==> src/rtl/regfile_rd_pkg.sv <==
// Shared core constants and helpers for the RockWave integer register file read path.
package regfile_rd_pkg;

    localparam int unsigned XLEN   = 32;
    localparam int unsigned NREGS  = 31;
    localparam int unsigned ADDR_W = 5;

    // True when a write in this cycle targets a nonzero register named by raddr.
    function automatic logic fwd_hit(input logic              we,
                                     input logic [ADDR_W-1:0] waddr,
                                     input logic [ADDR_W-1:0] raddr);
        return we && (waddr == raddr) && (raddr != '0);
    endfunction

endpackage

==> src/rtl/regfile_rd_array.sv <==
// Storage for x1-x31 with one write port and two combinational read ports; x0 reads as zero.
module regfile_rd_array
    import regfile_rd_pkg::*;
(
    input  logic              clk,
    input  logic              rst,
    input  logic              we,
    input  logic [ADDR_W-1:0] waddr,
    input  logic [XLEN-1:0]   wdata,
    input  logic [ADDR_W-1:0] raddr_a,
    input  logic [ADDR_W-1:0] raddr_b,
    output logic [XLEN-1:0]   rdata_a,
    output logic [XLEN-1:0]   rdata_b
);

    logic [XLEN-1:0] regs_q [1:NREGS];

    always_ff @(posedge clk) begin
        if (rst) begin
            for (int i = 1; i <= int'(NREGS); i++) begin
                regs_q[i] <= '0;
            end
        end else if (we && (waddr != '0)) begin
            regs_q[waddr] <= wdata;
        end
    end

    always_comb begin
        rdata_a = '0;
        rdata_b = '0;
        if (raddr_a != '0) rdata_a = regs_q[raddr_a];
        if (raddr_b != '0) rdata_b = regs_q[raddr_b];
    end

endmodule

==> src/rtl/regfile_rd.sv <==
// Register file with a registered, valid/ready two-operand read port.
// Optional REGFILE_BYPASS_EN: write-to-read forwarding on load and on a stalled response.
module regfile_rd
    import regfile_rd_pkg::*;
(
    input  logic              clk,
    input  logic              rst,
    input  logic              we,
    input  logic [ADDR_W-1:0] waddr,
    input  logic [XLEN-1:0]   wdata,
    input  logic              req_valid,
    output logic              req_ready,
    input  logic [ADDR_W-1:0] rs1_addr,
    input  logic [ADDR_W-1:0] rs2_addr,
    output logic              rsp_valid,
    input  logic              rsp_ready,
    output logic [XLEN-1:0]   rs1_data,
    output logic [XLEN-1:0]   rs2_data
);

    logic            rsp_valid_q;
    logic [XLEN-1:0] rs1_q, rs2_q;
    logic [XLEN-1:0] rd1, rd2;
    logic [XLEN-1:0] ld1, ld2;
    logic [XLEN-1:0] hold1, hold2;
    logic            req_hs, stall;

    regfile_rd_array u_array (
        .clk     (clk),
        .rst     (rst),
        .we      (we),
        .waddr   (waddr),
        .wdata   (wdata),
        .raddr_a (rs1_addr),
        .raddr_b (rs2_addr),
        .rdata_a (rd1),
        .rdata_b (rd2)
    );

    assign req_ready = !rsp_valid_q || rsp_ready;
    assign req_hs    = req_valid && req_ready;
    assign stall     = rsp_valid_q && !rsp_ready;

`ifdef REGFILE_BYPASS_EN
    logic [ADDR_W-1:0] rs1_addr_q, rs2_addr_q;

    always_ff @(posedge clk) begin
        if (rst) begin
            rs1_addr_q <= '0;
            rs2_addr_q <= '0;
        end else if (req_hs) begin
            rs1_addr_q <= rs1_addr;
            rs2_addr_q <= rs2_addr;
        end
    end

    // Held operands track writeback so a stalled response stays architecturally current.
    always_comb begin
        ld1   = fwd_hit(we, waddr, rs1_addr) ? wdata : rd1;
        ld2   = fwd_hit(we, waddr, rs2_addr) ? wdata : rd2;
        hold1 = (stall && fwd_hit(we, waddr, rs1_addr_q)) ? wdata : rs1_q;
        hold2 = (stall && fwd_hit(we, waddr, rs2_addr_q)) ? wdata : rs2_q;
    end
`else
    always_comb begin
        ld1   = rd1;
        ld2   = rd2;
        hold1 = rs1_q;
        hold2 = rs2_q;
    end
`endif

    always_ff @(posedge clk) begin
        if (rst) begin
            rsp_valid_q <= 1'b0;
            rs1_q       <= '0;
            rs2_q       <= '0;
        end else if (req_hs) begin
            rsp_valid_q <= 1'b1;
            rs1_q       <= ld1;
            rs2_q       <= ld2;
        end else begin
            if (rsp_valid_q && rsp_ready) rsp_valid_q <= 1'b0;
            rs1_q <= hold1;
            rs2_q <= hold2;
        end
    end

    assign rsp_valid = rsp_valid_q;
    assign rs1_data  = rs1_q;
    assign rs2_data  = rs2_q;

endmodule

==> config.mk <==
export PLATFORM = sky130hd
export DESIGN_NAME = regfile_rd
export DESIGN_NICKNAME = d
export VERILOG_FILES = /design/src/rtl/regfile_rd_pkg.sv /design/src/rtl/regfile_rd_array.sv /design/src/rtl/regfile_rd.sv
export SDC_FILE = /design/constraint.sdc
export NUM_CORES = 2
export LEC_CHECK = 0
export ABC_AREA = 0
export CAP_MARGIN = 20
export CORE_MARGIN = 1.5
export CORE_UTILIZATION = 30
export CTS_CLUSTER_DIAMETER = 120
export DETAILED_ROUTE_END_ITERATION = 16
export GPL_ROUTABILITY_DRIVEN = 0
export PLACE_DENSITY = 0.44
export SKIP_CTS_REPAIR_TIMING = 1
export SLEW_MARGIN = 30
export SYNTH_ARGS = -nofsm -noshare
export SYNTH_HDL_FRONTEND = slang
export SYNTH_SLANG_ARGS = --single-unit
==> constraint.sdc <==
create_clock -name clk -period 3 [get_ports clk]
set_input_delay 0.6 -clock clk [delete_from_list [all_inputs] [get_ports clk]]
set_output_delay 0.6 -clock clk [all_outputs]
set_load 0.02 [all_outputs]
==> results.yml <==
run_status:
  outcome: "finished, final reports clean"
place:
  port_buffers: 117
  post-dp-hpwl_um: 148000
  place_area_mm2: 0.0636
  place_inst: 6557
global_routing:
  gr-total-overflow: 0
  grt_max_degree: 65
  track_usage: 0.226
  grt_pass1_vias: 36400
  grt_pass1_wl_um: 303000
  grt_antenna_before_repair: 17
routing:
  antenna_left: 0
  drcViolationCount: 0
  routed.top_layer: "met4"
  met3RoutedLength_um: 13300
  wl_met1_um: 96500
  post_drt_wl_per_cell_um: 32.1
  drtIter0Drc: 3487
  wirelength_um: 219000
  met2RoutedLength_um: 102000
  vias: 36200
  viasPerCell: 5.31
  firstDrtPassIters: 5
yosys:
  synth_flop_cell: "edfxtp_1"
  syn_inst: 3931
  syn_area_mm2: 0.0567
  synth_top_cell_by_area: "edfxtp_1"
  synth_most_common_cell: "edfxtp_1"
  yosys_warnings: 0
  synthTopCellsByArea: "edfxtp_1 (54%), mux4_2 (15%), and2_1 (11%)"
  ys_top_cells_by_count: "edfxtp_1 (1,024), and2_1 (993), mux4_2 (369)"
  yosysSeqAreaShare: 0.566
  async_flop_share: 0
  synth.ff_latch_count: 1089
  synth-edff-count: 1024
  synth.distinct_cells: 50
  synth_top_cell_area_share: 0.543
  avgSynthCellArea_um2: 14.4
floorplan:
  io_pins: 118
  die_area_mm2: 0.192
  die_h_um: 438
  start_util: 0.302
  coreArea_mm2: 0.188
  die_x_um: 438
  rows: 159
timing:
  slew_headroom: 0.382
  period_minus_slack_ns: 2.70
  hold_ws_ns: 0.451
  fin_worst_skew_ns: 0.0216
  slew_violations: 0
  tightest_slew_ns: 0.916
  rsz0062_at_grt: "false"
  finalSetupTns_ns: 0
  post-route-period-util: 0.899
  hold_viol: 0
  clock.fmax_mhz: 371
  finalSetupViolations: 0
critical_path:
  cp-start-kind: "input port"
  endpoint_kind: "flop"
  critPathRequiredTime_ns: 3.62
  crit_type: "in -> reg"
  critPathMaxFanout: 27
  arrival_ns: 3.32
power_and_ir_drop:
  internal_power_mw: 28.7
  comb_power_share: 0.123
  p_leak_nw: 23.7
  power.share.switching: 0.259
  p_switching_mw: 10.0
  peakVddDrop_v: 0.000531
  power_density_mw_per_mm2: 571
  pwr-share-seq: 0.467
  p_clk_frac: 0.411
layout:
  stdcell_count: 6805
  drive_gt1_frac: 0.271
  fin_nets: 4248
  final_area_mm2: 0.0678
  area_delta_synth_final_pct: 19.7
  n_fill_cell: 18000
clock_network:
  cts_made_buffers: 132
  clk_path_buf_depth: 3
  clkLatencyLatePin_ns: 0.78
  cts_tree: "yes"
  ctsRootBufferMaster: "clkbuf_16"
  clock-sinks: 1089
  clkSlewWorstSetupHoldPaths_ns: 0.06
  cts-htree-levels: 4
worst_hold_path:
  hold_class: "in -> reg"
flow_run:
  drv_cap: 0
[cells in the final DEF (no fill, tap or decap), drive strengths merged, types with 6 or more instances in the layout]
cell              n
a211oi           17
clkinv           38
clkbuf          181
nor2             86
o211ai           11
nand2b            6
bufinv            9
buf             398
nand4            11
nand2            99
a21oi            58
mux4            369
or3b              6
o22ai           106
o2111ai          32
o221ai           23
mux2i           267
a221oi           19
inv              12
a21boi           11
clkdlybuf4s50   105
mux2            114
o21ai            21
a22oi            66
nor2b            17
o41ai            13
nor3             16
clkinvlp          6
edfxtp         1024
dfxtp            65
or2              45
and2            995
conb             32
[power groups by stage]
stage          clock network [mW]  logic [mW]  registers, mW
6_report                     15.9        4.74           18.1
2_1_floorplan                   0        2.53           18.2
3_5_place_dp                    0        4.74           18.4
3_3_place_gp                    0        4.73           18.4
5_1_grt                      16.7        4.96           18.1
4_1_cts                      16.2        4.75           18.1
[state kept, by name, summed over array words and instances, names as in the netlist]
signal	flops
rs2_data	32
rsp_valid	1
u_array.regs_q	1024
rs1_data	32
[metal layers]
metal,GRT usage,up-vias
li1,-,15500
met1,0.315,19200
met2,0.362,1230
met3,0.0360,252
met4,0.0668,0
met5,0,-
[kinds of logic after synthesis]
logic type / synth area share
compound gates: 0.0473
buf+inv: 0.0344
simple gates: 0.136
flops: 0.566
mux: 0.216
other cells: 0.0000662
[critical path, cell delays in order]
cell,delay (ns)
buf_8,0.35
or3b_2,0.56
buf_4,0.39
o22ai_1,0.13
or2_2,0.33
o41ai_2,0.67
a21boi_0,0.20
[path summary, 6_finish.rpt]
| kind | end | slack [ns] | depth (start not counted) | startpoint |
|---|---|---|---|---|
| setup / recovery | rs2_data[8] | 0.30 | 7 | rs2_addr[2] |
| hold / removal | u_array.regs_q[0][30] | 0.45 | 1 | wdata[30] |
| setup reg to reg | rs2_data[2] | 0.74 | 6 | u_array.regs_q[19][2] |
| hold reg to reg | rs1_data[0] | 0.50 | 2 | rs1_data[0] |
[metrics by stage]
step / total power, mW / util / setup WS, ns
finish: 38.7 / 0.361 / 0.303
floorplan: 20.7 / - / 0.719
detailed placement: 23.1 / 0.339 / -0.432
global placement: 23.1 / 0.339 / -0.906
CTS: 39.1 / 0.361 / 0.237
global route: 39.8 / 0.361 / 0.244
[final cells by class]
class,count,area [µm²],share of cell area
diodes,5,12.5,0.000184
clock buffers,181,3560,0.0525
clock inverters,62,608,0.00897
inverters,3,11.3,0.000166
multi-input cells,2467,23100,0.341
flip-flops and latches,1089,32100,0.473
well taps,2495,3120,0.0460
repair buffers,503,5320,0.0785
No activity file was read; power rests on OpenSTA's default activity.
